File: src/rtl/bullet_pool.sv
// -----------------------------------------------------------------------------
// bullet_pool
//
// Player-bullet manager. Keeps up to N_BULLETS independent bullets. On a frame
// tick it spawns a bullet at the ship when fire is held, advances every live
// bullet upward by SPEED pixels, and retires bullets that leave the top of the
// screen. hit_clear can kill any bullet on any cycle. The module also renders
// the bullet layer for the VGA pixel stream, with a one-clock latency.
//
// Optional feature macro: BULLET_COOLDOWN_EN
//   defined   : a refire cooldown counter gates spawning for COOLDOWN ticks
//   undefined : a spawn is allowed on every frame tick; COOLDOWN is ignored
//
// Ports
//   clk         in   system clock
//   reset       in   synchronous, active-high reset
//   frame_tick  in   one-cycle pulse per frame (vblank start)
//   fire        in   fire request level, sampled only on frame_tick
//   ship_x/y    in   ship top-left position (10 bits each)
//   hit_clear   in   per-slot kill flags from the collision block
//   x, y        in   current pixel coordinate (10 bits each)
//   active      out  per-slot live flags
//   bx_flat     out  slot i left edge at bits [10i+9:10i]
//   by_flat     out  slot i top edge at bits [10i+9:10i]
//   fire_ack    out  one-cycle pulse after a bullet was spawned
//   pool_full   out  every slot is live
//   rgb         out  pixel colour, 0 when not valid (registered)
//   valid       out  pixel lies inside a live bullet (registered)
// -----------------------------------------------------------------------------
module bullet_pool #(
  parameter int         N_BULLETS = 8,
  parameter int         BULLET_W  = 2,
  parameter int         BULLET_H  = 8,
  parameter int         SPEED     = 4,
  parameter int         SPAWN_DX  = 7,
  parameter int         COOLDOWN  = 8,
  parameter logic [2:0] COLOR     = 3'b111
) (
  input  logic                     clk,
  input  logic                     reset,
  input  logic                     frame_tick,
  input  logic                     fire,
  input  logic [9:0]               ship_x,
  input  logic [9:0]               ship_y,
  input  logic [N_BULLETS-1:0]     hit_clear,
  input  logic [9:0]               x,
  input  logic [9:0]               y,
  output logic [N_BULLETS-1:0]     active,
  output logic [10*N_BULLETS-1:0]  bx_flat,
  output logic [10*N_BULLETS-1:0]  by_flat,
  output logic                     fire_ack,
  output logic                     pool_full,
  output logic [2:0]               rgb,
  output logic                     valid
);

  localparam int IDX_W = (N_BULLETS > 1) ? $clog2(N_BULLETS) : 1;

  // Advance one bullet upward. Bit 10 says whether it survives; the test is
  // made before the subtraction so the position never wraps past zero.
  function automatic logic [10:0] move_up(input logic [9:0] by_cur);
    if (by_cur < 10'(SPEED))
      return {1'b0, by_cur};
    else
      return {1'b1, by_cur - 10'(SPEED)};
  endfunction

  // Pixel-in-box test. Right/bottom bounds use 11 bits so a bullet touching
  // column/row 1023 does not wrap its far edge to zero.
  function automatic logic pix_inside(input logic [9:0] px, input logic [9:0] py,
                                      input logic [9:0] ox, input logic [9:0] oy);
    logic [10:0] x_end;
    logic [10:0] y_end;
    x_end = {1'b0, ox} + 11'(BULLET_W);
    y_end = {1'b0, oy} + 11'(BULLET_H);
    return (px >= ox) && ({1'b0, px} < x_end) &&
           (py >= oy) && ({1'b0, py} < y_end);
  endfunction

  logic [9:0]           bx_r  [N_BULLETS];
  logic [9:0]           by_r  [N_BULLETS];
  logic [9:0]           bx_nx [N_BULLETS];
  logic [9:0]           by_nx [N_BULLETS];
  logic [N_BULLETS-1:0] active_nx;
  logic                 ack_nx;
  logic [10:0]          mv;

  logic [IDX_W-1:0]     free_idx;
  logic                 free_found;
  logic                 cd_ok;
  logic                 spawn_ok;

  logic [N_BULLETS-1:0] in_hit_p0;
  logic                 vld_p0;

`ifdef BULLET_COOLDOWN_EN
  localparam int CD_W = ($clog2(COOLDOWN + 1) > 5) ? $clog2(COOLDOWN + 1) : 5;
  logic [CD_W-1:0] cd;
  logic [CD_W-1:0] cd_nx;

  assign cd_ok = (cd == '0);

  always_comb begin
    cd_nx = cd;
    if (spawn_ok)
      cd_nx = CD_W'(COOLDOWN);
    else if (frame_tick && (cd != '0))
      cd_nx = cd - 1'b1;
  end

  always_ff @(posedge clk) begin
    if (reset)
      cd <= '0;
    else
      cd <= cd_nx;
  end
`else
  assign cd_ok = 1'b1;
`endif

  // Lowest-index slot that is free before this tick. Slots freed by this
  // tick's move or hit are deliberately not visible here.
  always_comb begin
    free_idx   = '0;
    free_found = 1'b0;
    for (int i = N_BULLETS - 1; i >= 0; i--) begin
      if (!active[i]) begin
        free_idx   = IDX_W'(i);
        free_found = 1'b1;
      end
    end
  end

  // A spawn into a slot that is being hit on the same cycle is cancelled
  // outright (no ack, no cooldown load) since the hit wins that slot.
  assign spawn_ok = frame_tick && fire && cd_ok &&
                    (ship_y >= 10'(BULLET_H)) &&
                    free_found && !hit_clear[free_idx];

  always_comb begin
    active_nx = active;
    ack_nx    = spawn_ok;
    mv        = '0;
    for (int i = 0; i < N_BULLETS; i++) begin
      bx_nx[i] = bx_r[i];
      by_nx[i] = by_r[i];
    end

    if (frame_tick) begin
      for (int i = 0; i < N_BULLETS; i++) begin
        if (active[i] && !hit_clear[i]) begin
          mv = move_up(by_r[i]);
          active_nx[i] = mv[10];
          by_nx[i]     = mv[9:0];
        end
      end
    end

    if (spawn_ok) begin
      active_nx[free_idx] = 1'b1;
      bx_nx[free_idx]     = ship_x + 10'(SPAWN_DX);
      by_nx[free_idx]     = ship_y - 10'(BULLET_H);
    end

    active_nx = active_nx & ~hit_clear;
  end

  always_ff @(posedge clk) begin
    if (reset) begin
      active   <= '0;
      fire_ack <= 1'b0;
      for (int i = 0; i < N_BULLETS; i++) begin
        bx_r[i] <= '0;
        by_r[i] <= '0;
      end
    end else begin
      active   <= active_nx;
      fire_ack <= ack_nx;
      for (int i = 0; i < N_BULLETS; i++) begin
        bx_r[i] <= bx_nx[i];
        by_r[i] <= by_nx[i];
      end
    end
  end

  for (genvar g = 0; g < N_BULLETS; g++) begin : g_flat
    assign bx_flat[10*g +: 10] = bx_r[g];
    assign by_flat[10*g +: 10] = by_r[g];
  end

  assign pool_full = &active;

  // Stage p0: per-slot pixel compare on the live registers
  always_comb begin
    in_hit_p0 = '0;
    for (int i = 0; i < N_BULLETS; i++)
      in_hit_p0[i] = active[i] && pix_inside(x, y, bx_r[i], by_r[i]);
  end

  assign vld_p0 = |in_hit_p0;

  // Stage p0 -> p1: registered layer output, one clock after x/y
  always_ff @(posedge clk) begin
    if (reset) begin
      valid <= 1'b0;
      rgb   <= 3'b000;
    end else begin
      valid <= vld_p0;
      rgb   <= vld_p0 ? COLOR : 3'b000;
    end
  end

endmodule

File: config.mk
export PLATFORM = sky130hd
export DESIGN_NAME = bullet_pool
export DESIGN_NICKNAME = d
export VERILOG_FILES = /design/src/rtl/bullet_pool.sv
export SDC_FILE = /design/constraint.sdc
export NUM_CORES = 1
export LEC_CHECK = 0
export BUFFER_PORTS_ARGS = -buffer_cell sky130_fd_sc_hd__buf_2
export CAP_MARGIN = 20
export CORE_ASPECT_RATIO = 1.25
export CORE_MARGIN = 5
export CORE_UTILIZATION = 64
export DETAILED_ROUTE_END_ITERATION = 10
export PLACE_DENSITY_LB_ADDON = 0.12
export SLEW_MARGIN = 25
export SYNTH_ARGS = -nofsm -noshare
export SYNTH_HDL_FRONTEND = slang
export SYNTH_SLANG_ARGS = --single-unit
File: constraint.sdc
create_clock -name clk -period 5 [get_ports clk]
set_input_delay 0.5 -clock clk [delete_from_list [all_inputs] [get_ports clk]]
set_output_delay 0.5 -clock clk [all_outputs]
set_load 0.02 [all_outputs]
==> results of run 1 <==
-- per-stage QoR --
step                      hold WS (ns)  instance area, um2  worst slack [ns]  total power (W)
after floorplan                  0.546               16200              2.16          0.00174
after global placement           0.456               17500              1.75          0.00194
after detailed placement         0.463               17500              1.61          0.00197
after CTS                        0.241               18100              1.54          0.00333
after global routing             0.247               18100              1.25          0.00346
final                            0.249               18100              1.51          0.00333
-- critical path: stages (launching register included) --
cell and delay, ns:
dfxtp_1 0.47, inv_1 0.11, nor3_1 0.22, nand3_1 0.16, xnor2_1 0.16, ha_1 0.29
a2111oi_0 0.42, o21ai_0 0.16, a21oi_1 0.15, o221ai_1 0.15, a2111oi_0 0.75, a2111oi_0 0.17
a41oi_1 0.19
-- placed cells by master, fill, tap and decap left out, types with 13 or more instances in the layout --
cell type,n
xnor2_1,129
nand2_1,142
o21a_1,25
nand3_1,122
a2111oi_0,18
nor2b_1,20
nand4_1,24
a31oi_1,13
and3_1,25
buf_4,14
ha_1,330
o21ai_0,92
inv_1,173
nor4_1,20
clkbuf_16,17
nand2b_1,16
dfxtp_1,170
mux2i_1,20
a211oi_1,114
a21o_1,20
or3_1,17
a21oi_1,119
nor2_1,151
nor3_1,60
buf_2,224
-- layer usage --
layer	wire [um]	track usage, %	vias to the layer above	part of all wire (%)
met5	14	0	-	0.027
met2	23600	58.7	692	46
li1	-	-	7640	-
met3	3840	7.11	240	7.4
met4	4000	23.7	2	7.7
met1	20200	40.3	7606	39
-- worst max path at each step --
stage / start / to / slack, ns / cells after the start
after floorplan: by_r[0][57] / rgb[1] / 2.16 / 13
after global placement: by_r[0][57] / rgb[1] / 1.75 / 12
after detailed placement: by_r[0][57] / rgb[1] / 1.61 / 12
after CTS: by_r[0][57] / rgb[1] / 1.54 / 12
after global routing: by_r[0][57] / rgb[1] / 1.25 / 12
final: by_r[0][57] / rgb[1] / 1.51 / 12
-- kinds of logic after synthesis --
family,after synthesis
AND/OR/NAND/NOR,634
AO/OA/AOI/OAI,478
adder cells (fa/ha/maj),330
buffers and inverters,247
flip-flops,170
XOR/XNOR,140
multiplexers,21
-- where the power goes --
part	leakage, nW	internal [W]	switching [W]
logic	5.55	0.000206	0.000372
registers	1.37	0.00136	0.0000160
clock network	0.285	0.000746	0.000631
total	7.21	0.00231	0.00102
-- flip-flops by register name (all words and copies together), names as in the netlist --
signal / count
active: 8
by_r: 80
fire_ack: 1
rgb: 1
bx_r: 80
-- cell type report --
cell class / count / area, um2 / share of cell area, %
multi-input combinational: 1603 / 11800 / 65.2
sequential: 170 / 3400 / 18.8
timing repair buffer: 238 / 1230 / 6.78
clock buffer: 17 / 425 / 2.35
clock inverter: 15 / 164 / 0.906
inverter: 173 / 649 / 3.59
tap: 335 / 419 / 2.32
==> metrics.yaml, run 1 <==
yosys-top-cells-area: "ha_1, dfxtp_1, xnor2_1"
r2r-start: "by_r[0][57]"
hold_buffers: 0
synth_top_family_by_area: "adder cells"
yosys-top-cells-count: "ha_1, inv_1, dfxtp_1, nor2_1, nand2_1"
yosys.cell_types.count: 68
numPortBuffers: 225
syn-mean-instance-area_um2: 8.01
detailed_place_hpwl_um: 38600
synth_compound_area_share_pct: 19.4
ant_nets: 0
hold_class: "in -> reg"
diodes: 0
muxShareOfSynthArea_pct: 1.38
run_status: "complete, no violations"
gp_congestion: 0.945
post_drt_wl_per_cell_um: 20.3
max_freq_ghz: 0.286
rr_endpoint: "rgb[1]"
cts_htree_levels: 4
post-cts-setup-buffers: 0
die-area_um2: 28600
rsz0062_at_grt: "no"
routed_wl_um: 51700
ir_worst_vdd_mv: 0.257
clk_pin_slew_ns: 0.07
endpoint_kind: "flop"
yosys.area.top_type: "ha_1"
num_vias: 16200
finClkSkew_ns: 0.0100
min_from: "hit_clear[4]"
grt_pass1_vias: 15800
drc: 0
io_pins: 226
slew_violations: 0
yosysWarnings: 0
grt_max_degree: 68
cp.arrival_ns: 3.86
worstPathRequired_ns: 5.37
setup_viol: 0
antenna_found_initial: 1
dr.first_iter.drc_count: 1089
synth.most_common_cell: "ha_1"
cap_violations: 0
grt_usage_pct: 35.1
finalCriticalPeriod_ns: 3.49
holdPathEnd: "active[4]"
final.fill_count: 2163
clockBufferDepth: 2
period_share_pct: 69.9
cts_tree: "yes"
start_util_pct: 64.6
tns_ns: 0
reg2regPathDepth: 12
hold_viol: 0
utilization_pct: 72.2
postSynth.asyncResetShare_pct: 0
clk_latency_ns: 0.45
cts_root_buf: "clkbuf_16"
rrSetupSlack_ns: 1.51
start_kind: "flop"
synth_seq_cells: 170
fp-row-count: 65
min_path_cells: 2
synth_fa_ha_area_share_pct: 25.5
grt_pass1_wl_um: 81800
synthCells: 2020
clkSinkCount: 170
yosys.area_share.simple_pct: 19.0
synth_xor_area_share_pct: 7.58
crit_type: "reg -> reg"
drt_first_pass_iters: 7
synth_fp_nets: 2402
layout-drive-gt1-share_pct: 13.5
final_nets: 2585
synth_top_cell_area_share_pct: 25.5
synth_edf_count: 0
area_growth_syn_to_layout_pct: 11.8
pwr_density_cell_nw_per_um2: 184
dp.cells: 2519
postCtsResizedCells: 0
grt-ovfl-total: 0
ys.flop_type: "dfxtp_1"
path_max_fanout: 8
leakagePower_nw: 7.21
cts_buffers: 17
via_per_inst: 6.34
ys_seq_area_share_pct: 21.0
die_y_um: 188
core_area_um2: 25000
fp.dieW_um: 152
fin_cells: 2551
synth_area_um2: 16200
maxSlewHeadroom_pct: 33.3
tightestPinTransition_ns: 0.997
No activity file was read; power rests on OpenSTA's default activity.
==> inputs of run 2 (changes only) <==
Settings changed: CORE_UTILIZATION 64 to 54.
Clock period 5 ns to 2.8 ns, I/O delays scaled along.
==> metrics.yaml, run 2 (synthesis results as in run 1) <==
run_status: "complete, no violations"
gp_congestion: 0.950
hold_viol: 0
die_y_um: 203
fp-row-count: 70
grt_pass1_vias: 16000
num_vias: 16400
cts_root_buf: "clkbuf_16"
final_area_um2: 19300
max_freq_ghz: 0.368
cp.depth: 11
cpMaxStageDelayCell: "a2111oi_1"
hold_class: "in -> reg"
setup_viol: 0
post_dp_cell_area_um2: 18600
io_pins: 226
start_kind: "flop"
post_drt_wl_per_cell_um: 20.4
finalCriticalPeriod_ns: 2.72
hold_buffers: 0
path_max_fanout: 5
cp.arrival_ns: 3.08
clk_latency_ns: 0.44
holdPathEnd: "active[5]"
reg2regPathDepth: 11
clk_pin_slew_ns: 0.07
grt_usage_pct: 32.6
min_path_cells: 2
period_share_pct: 97.1
slew_violations: 0
clockBufferDepth: 2
area_growth_syn_to_layout_pct: 19.4
routed_wl_um: 56100
crit_family: "compound AO/OA/AOI/OAI gates"
cts_htree_levels: 4
layout_common_cells: "ha_1, buf_2, inv_1"
tns_ns: 0
clkSinkCount: 170
ant_nets: 0
pwr_density_cell_nw_per_um2: 328
cts_buffers: 17
maxSlewHeadroom_pct: 30.4
drt_first_pass_iters: 5
tightestPinTransition_ns: 1.04
grt_pass1_wl_um: 86200
post-cts-setup-buffers: 0
rrSetupSlack_ns: 0.08
grt_max_degree: 55
endpoint_kind: "flop"
dr.first_iter.drc_count: 1187
r2r-start: "by_r[0][74]"
grt-ovfl-total: 0
critPathBufInv: 2
core_area_um2: 29400
fin_cells: 2746
crit_type: "reg -> reg"
min_from: "hit_clear[5]"
via_per_inst: 5.97
finClkSkew_ns: 0.00880
drc: 0
antenna_found_initial: 1
final_common_cell: "ha_1"
rsz0062_at_grt: "yes"
final_nets: 2720
fp.dieW_um: 165
detailed_place_hpwl_um: 43800
layout-drive-gt1-share_pct: 18.6
largestRegisters: "bx_r (80), by_r (80), active (8)"
crit_path_cell_trace: "inv_1 -> nor3_1 -> nand3_1 -> xnor2_1 -> ha_1 -> a2111oi_1 -> a21oi_2 -> nor4_2 -> buf_4 -> a2111oi_2 -> a41oi_1"
rr_endpoint: "rgb[1]"
dp.cells: 2715
numPortBuffers: 225
cap_violations: 0
leakagePower_nw: 7.94
start_util_pct: 55.0
cts_tree: "yes"
cpPeakStageDelay_ns: 0.48
ir_worst_vdd_mv: 0.361
worstPathRequired_ns: 3.16
die-area_um2: 33500
[run 2: cell types whose count changed in the layout (fill, tap and decap cells not counted), sizes merged]
cell      change
buf         +135
inv           -4
clkinvlp      -2
diode         +1
clkbuf        +1
clkinv        -1
bufinv        +4
[run 2: report_power, final]
| group | total (W) | leakage [nW] | internal (W) | switching [W] |
|---|---|---|---|---|
| Clock | 0.00275 | 0.320 | 0.00167 | 0.00109 |
| Combinational | 0.00113 | 6.25 | 0.000423 | 0.000703 |
| Sequential | 0.00245 | 1.37 | 0.00243 | 0.0000181 |
| Total | 0.00633 | 7.94 | 0.00452 | 0.00181 |
[run 2: per-layer routing]
layer / routed length, um / vias up / global-route usage [%]
li1: - / 7932 / -
met3: 3690 / 153 / 5.78
met1: 23000 / 7693 / 39.5
met2: 26700 / 609 / 56.1
met5: 0 / - / 0
met4: 2620 / 0 / 14.1
[run 2: worst reg2reg max path, delay by kind of cell (launching register included)]
family	cells	cell delay, ns
DFF	1	0.41
adders and majority gates	1	0.30
AOI/OAI and AO/OA	4	0.86
buffers and inverters	2	0.30
and+or+nand+nor	3	0.62
xor gates and xnor gates	1	0.16
[run 2: area by class of cell]
class,instances,area (um2)
Antenna cell,1,2.50
Fill cell,2693,10100
Inverter,173,649
Sequential cell,170,3410
Clock inverter,12,221
Tap cell,396,495
Clock buffer,18,429
Multi-Input combinational cell,1603,11800
Timing Repair Buffer,373,2260
[run 2: how the worst max path moves through the flow]
stage / from / to / slack, ns
2_1_floorplan: by_r[0][6] / rgb[1] / 0.04
3_3_place_gp: by_r[0][74] / rgb[1] / 0.12
3_5_place_dp: by_r[0][36] / rgb[1] / -0.07
4_1_cts: by_r[0][36] / rgb[1] / 0.01
5_1_grt: bx_r[0][22] / rgb[1] / -0.09
6_report: by_r[0][74] / rgb[1] / 0.08
[run 2: what timing repair did]
item / 4_1_cts / 5_1_grt
endpoints found under the setup margin: 1 / 21
pin swaps: 0 / 1
gates resized for setup: 2 / 20
cloned: 0 / 0
[run 2: stage by stage]
stage | utilization (%) | total power (W) | setup WS, ns | hold slack [ns]
4_1_cts | 65.4 | 0.00632 | 0.0134 | 0.0312
3_3_place_gp | 63.2 | 0.00357 | 0.116 | 0.459
2_1_floorplan | - | 0.00310 | 0.0392 | 0.358
5_1_grt | 65.6 | 0.00656 | -0.0912 | 0.0314
3_5_place_dp | 63.2 | 0.00360 | -0.0692 | 0.466
6_report | 65.6 | 0.00633 | 0.0822 | 0.0438
